==> src/rtl/tl_xbar_pkg.sv <==
// Shared crossbar definitions: arbiter FSM encoding and a round-robin index helper.
package tl_xbar_pkg;

  typedef enum logic {
    ARB_IDLE   = 1'b0,
    ARB_LOCKED = 1'b1
  } arb_state_e;

  // Next index in round-robin order over n ports, wrapping n-1 back to 0.
  function automatic int unsigned rr_next(input int unsigned idx, input int unsigned n);
    return (idx + 1 >= n) ? 0 : idx + 1;
  endfunction

endpackage

==> src/rtl/tl_skid_buf.sv <==
// Two-entry skid buffer: registered outputs, full throughput, input ready = not full.
module tl_skid_buf #(
  parameter int W = 67
) (
  input  logic         clk_i,
  input  logic         rst_ni,
  input  logic         in_valid,
  output logic         in_ready,
  input  logic [W-1:0] in_data,
  output logic         out_valid,
  input  logic         out_ready,
  output logic [W-1:0] out_data
);

  logic         skid_valid;
  logic [W-1:0] skid_data;
  logic         in_hs;

  assign in_ready = !skid_valid;
  assign in_hs    = in_valid && in_ready;

  always_ff @(posedge clk_i or negedge rst_ni) begin
    if (!rst_ni) begin
      out_valid  <= 1'b0;
      out_data   <= '0;
      skid_valid <= 1'b0;
      skid_data  <= '0;
    end else if (!out_valid || out_ready) begin
      // Output slot frees up: the skid entry is older, so it drains first.
      if (skid_valid) begin
        out_valid  <= 1'b1;
        out_data   <= skid_data;
        skid_valid <= 1'b0;
      end else begin
        out_valid <= in_hs;
        if (in_hs) out_data <= in_data;
      end
    end else if (in_hs) begin
      skid_valid <= 1'b1;
      skid_data  <= in_data;
    end
  end

endmodule

==> src/rtl/tl_arb_mux.sv <==
// N-to-1 TileLink round-robin arbiter with per-message lock.
// Define TL_ARB_OUT_REG_EN to register the outputs through a 2-entry skid buffer.
module tl_arb_mux
  import tl_xbar_pkg::*;
#(
  parameter int N      = 4,
  parameter int DATA_W = 64,
  parameter int SEL_W  = 2
) (
  input  logic                clk_i,
  input  logic                rst_ni,
  input  logic [N-1:0]        valid_i,
  output logic [N-1:0]        ready_o,
  input  logic [N*DATA_W-1:0] data_i,
  input  logic [N-1:0]        last_i,
  output logic                valid_o,
  input  logic                ready_i,
  output logic [DATA_W-1:0]   data_o,
  output logic                last_o,
  output logic [SEL_W-1:0]    sel_o
);

  arb_state_e        state;
  logic [SEL_W-1:0]  ptr;
  logic [SEL_W-1:0]  lock_idx;
  logic [SEL_W-1:0]  idle_idx;
  logic [SEL_W-1:0]  scan_idx;
  logic [SEL_W-1:0]  grant;
  logic              idle_found;
  logic              grant_any;
  logic              arb_valid;
  logic              arb_ready;
  logic              arb_hs;
  logic              arb_last;
  logic [DATA_W-1:0] arb_data;

  // Scan starts just after the last winner, so that winner has lowest priority.
  always_comb begin
    idle_found = 1'b0;
    idle_idx   = '0;
    scan_idx   = ptr;
    for (int k = 0; k < N; k++) begin
      scan_idx = SEL_W'(rr_next(int'(scan_idx), N));
      if (!idle_found && valid_i[scan_idx]) begin
        idle_found = 1'b1;
        idle_idx   = scan_idx;
      end
    end
  end

  assign grant     = (state == ARB_LOCKED) ? lock_idx : idle_idx;
  assign grant_any = rst_ni && ((state == ARB_LOCKED) || idle_found);
  assign arb_valid = grant_any && valid_i[grant];
  assign arb_last  = last_i[grant];
  assign arb_data  = data_i[int'(grant)*DATA_W +: DATA_W];
  assign arb_hs    = arb_valid && arb_ready;

  always_comb begin
    ready_o = '0;
    if (grant_any) ready_o[grant] = arb_ready;
  end

  always_ff @(posedge clk_i or negedge rst_ni) begin
    if (!rst_ni) begin
      state    <= ARB_IDLE;
      ptr      <= SEL_W'(N - 1);
      lock_idx <= '0;
    end else begin
      case (state)
        ARB_IDLE: begin
          if (idle_found) begin
            // A single-beat message finishing on its grant cycle never locks.
            if (arb_hs && arb_last) begin
              ptr <= idle_idx;
            end else begin
              state    <= ARB_LOCKED;
              lock_idx <= idle_idx;
            end
          end
        end
        ARB_LOCKED: begin
          if (arb_hs && arb_last) begin
            state <= ARB_IDLE;
            ptr   <= lock_idx;
          end
        end
        default: state <= ARB_IDLE;
      endcase
    end
  end

`ifdef TL_ARB_OUT_REG_EN
  logic [DATA_W+SEL_W:0] buf_out;

  tl_skid_buf #(
    .W(DATA_W + SEL_W + 1)
  ) u_skid (
    .clk_i    (clk_i),
    .rst_ni   (rst_ni),
    .in_valid (arb_valid),
    .in_ready (arb_ready),
    .in_data  ({grant, arb_last, arb_data}),
    .out_valid(valid_o),
    .out_ready(ready_i),
    .out_data (buf_out)
  );

  assign sel_o  = buf_out[DATA_W+SEL_W:DATA_W+1];
  assign last_o = buf_out[DATA_W];
  assign data_o = buf_out[DATA_W-1:0];
`else
  assign arb_ready = ready_i;
  assign valid_o   = arb_valid;
  assign data_o    = arb_data;
  assign last_o    = arb_last;
  assign sel_o     = grant;
`endif

endmodule

==> config.mk <==
export PLATFORM = sky130hd
export DESIGN_NAME = tl_arb_mux
export DESIGN_NICKNAME = d
export VERILOG_FILES = /design/src/rtl/tl_xbar_pkg.sv /design/src/rtl/tl_skid_buf.sv /design/src/rtl/tl_arb_mux.sv
export SDC_FILE = /design/constraint.sdc
export NUM_CORES = 1
export LEC_CHECK = 0
export BUFFER_PORTS_ARGS = -buffer_cell sky130_fd_sc_hd__buf_2
export CORE_AREA = 2 2 133 135
export DETAILED_ROUTE_END_ITERATION = 7
export DIE_AREA = 0 0 135 137
export GPL_TIMING_DRIVEN = 1
export PLACE_DENSITY_LB_ADDON = 0.15
export RECOVER_POWER = 25
export SYNTH_ARGS = -nofsm -noshare
export SYNTH_HDL_FRONTEND = slang
export SYNTH_SLANG_ARGS = --single-unit
==> constraint.sdc <==
create_clock -name clk_i -period 2.6 [get_ports clk_i]
set_clock_uncertainty 0.2 [all_clocks]
set_input_delay 0.13 -clock clk_i [delete_from_list [all_inputs] [get_ports clk_i]]
set_output_delay 0.13 -clock clk_i [all_outputs]
set_load 0.02 [all_outputs]
==> results_dict.tcl <==
set metrics [dict create \
    dieArea_um2 18500 \
    drive_above_1_share 0.936 \
    holdWs_ns 0.132 \
    die_h_um 137 \
    mostFrequentLayoutCells "buf_2, buf_6, mux4_2" \
    async_reset_ff_frac 1.00 \
    core_area_um2 17100 \
    finalCriticalPeriod_ns 2.87 \
    synth_top_area_cell "mux4_2" \
    ys_top_cells_by_area "mux4_2, dfrtp_1, dfstp_2" \
    r2r_cells 10 \
    violations "negative setup slack" \
    diodes 0 \
    crit_family "buffers and inverters" \
    fillers 1769 \
    critPathSlowestCell "dfstp_2" \
    cts_buffer_depth 2 \
    rsz0062_at_grt "yes" \
    seqPwrFrac 0.025 \
    timing.rr.end "ptr[0]$_DFFE_PN1P_" \
    antenna_left 0 \
    setup.worst_path.end "data_o[16]" \
    power.leakage_uw 0.00251 \
    dr.pass1.iters 4 \
    required_ns 2.27 \
    grt_pass1_wl_um 16700 \
    path_buf_inv 4 \
    gr-total-overflow 0 \
    yosysSeqAreaShare 0.0631 \
    layout_commonest_cell "buf_2" \
    path_depth 9 \
    grt_pass1_vias 3060 \
    drt_iter0_markers 43 \
    drt_wl_total_um 12600 \
    synthFlopType "dfrtp_1" \
    dp.final_hpwl_um 10200 \
    worst_pin_slew_ns 0.431 \
    final_nets 784 \
    drv_slew 0 \
    pwr-share-clk 0.038 \
    place.gp.congestion 0.842 \
    htree_levels 1 \
    worstSetupPathType "flip-flop to primary output" \
    critPathMaxStageDelay_ns 0.55 \
    r2r-start "ptr[0]$_DFFE_PN1P_" \
    drc 0 \
    yosys_warnings 0 \
    antenna_found_initial 0 \
    end_kind "primary output" \
    switchingPower_uw 2640 \
    internal_power_uw 3890 \
    start_util 0.119 \
    syn_avg_cell_area_um2 15.1 \
    layout_setup_ws_ns -0.274 \
    synth_edf_count 0 \
    maxSlewHeadroom 0.713 \
    std_cell_rows 48 \
    cp.arrival_ns 2.54 \
    peakVddDrop_uv 622 \
    path_cells "ha_4 > nand2_4 > a211oi_4 > o31ai_4 > buf_4 > buf_12 > clkbuf_16 > mux4_2 > buf_6" \
    clock_sinks 5 \
    finalSetupViolCount 72 \
    grt.total_usage 0.114 \
    area_growth_pct 164 \
    synth_top_area_share 0.713 \
    report.final.hold_viol_count 0 \
    syn_inst 134 \
    finalCritPeriodShare 1.11 \
    synth_cell_types 35 \
    switching_share 0.404 \
    dp_cells 706 \
    port_buffers 338 \
    clk_pin_slew_ns 0.03 \
    wl_per_cell_um 17.1 \
    clock_latency_ns 0.23 \
    cts_buffers 3 \
    tns_ns -15.59 \
    hold_class "primary input to async pin" \
    syn_nets 402 \
    r2r_slack_ns -0.18 \
    pwr-share-comb 0.936 \
    crit_start "ptr[0]$_DFFE_PN1P_" \
    pin_count 339 \
    worstSetupStartpointType "flip-flop" \
    critPathMaxFanout 7 \
    tritoncts "done" \
    syn_area_um2 2020 \
    stdcell_count 740 \
    dr_total_vias 3002 \
    fmax_mhz 348 \
    grt_max_degree 27 \
    powerDensity_nw_per_um2 1230 \
    status "complete, but fails checks" \
    cap_violations 0 \
    die_w_um 135 \
    cts-root-buf "clkbuf_16" \
    place_ws_ns -0.112 \
    routed_via_density 4.06 \
    ys_ff_latch 5 \
]
-- per-layer routing --
metal / wire (µm) / track usage
met2: 6850 / 0.218
met1: 4920 / 0.142
met5: 0 / 0
met3: 834 / 0.0148
met4: 18 / 0.0110
-- power by group through the flow --
| stage | registers [µW] | clock network (µW) | logic [µW] |
|---|---|---|---|
| after CTS | 164 | 255 | 5580 |
| after detailed placement | 154 | 0 | 4100 |
| final | 164 | 251 | 6120 |
| after global routing | 170 | 265 | 6450 |
| after floorplan | 142 | 0 | 2720 |
| after global placement | 154 | 0 | 4100 |
-- cell families (layout without fill, tap and decap cells) --
family,Yosys count,count (layout),share of synthesized area
AOI/OAI and AO/OA,16,16,0.0693
adders and majority gates,1,1,0.00619
buffers and inverters,21,402,0.0464
DFF,5,5,0.0631
muxes,71,71,0.758
and+or+nand+nor,20,20,0.0569
-- worst min path at each step --
stage                       from  depth (start not counted)                 endpoint
after floorplan           rst_ni                          0  lock_idx[0]$_DFFE_PN0P_
after global placement    rst_ni                          1  lock_idx[0]$_DFFE_PN0P_
after detailed placement  rst_ni                          1  lock_idx[0]$_DFFE_PN0P_
after CTS                 rst_ni                          2  lock_idx[0]$_DFFE_PN0P_
after global routing      rst_ni                          2  lock_idx[0]$_DFFE_PN0P_
final                     rst_ni                          2  lock_idx[0]$_DFFE_PN0P_
-- stage by stage --
stage / util / power, µW / instance area (µm²)
after floorplan: - / 2870 / 2040
after global placement: 0.245 / 4250 / 4180
after detailed placement: 0.245 / 4260 / 4180
after CTS: 0.294 / 6000 / 5010
after global routing: 0.312 / 6880 / 5330
final: 0.312 / 6530 / 5330
-- sequential cells by signal, indices dropped and copies added (netlist names) --
signal / count
lock_idx: 2
ptr: 2
state: 1
-- area by class of cell --
type	instances	area, µm²	area share
clock buffers	4	78.8	0.0148
inverters	5	18.8	0.00352
multi-input cells	108	1920	0.361
flip-flops and latches	5	128	0.0239
well taps	225	282	0.0528
repair buffers	393	2900	0.544
-- synthesized netlist by cell type (2+ instances only) --
cell       number
nor2b_1         2
inv_1           5
dfstp_2         2
nor3b_1         2
buf_2           9
mux4_2         64
clkbuf_1        6
nor2_1          3
nand2_1         4
o2bb2ai_1       2
nor3_1          3
o21a_1          3
dfrtp_1         3
a211oi_1        3
mux2_1          2
mux2i_1         2
-- timing repair --
action / 4_1_cts / 5_1_grt
hold buffers: 1 / 0
pin swaps: 10 / 7
gates resized for setup: 133 / 56
setup endpoints to repair: 74 / 75
hold endpoints to repair: 5 / 0
cloned: 5 / 4
buffers inserted: 16 / 6
No activity file was read; power rests on OpenSTA's default activity.
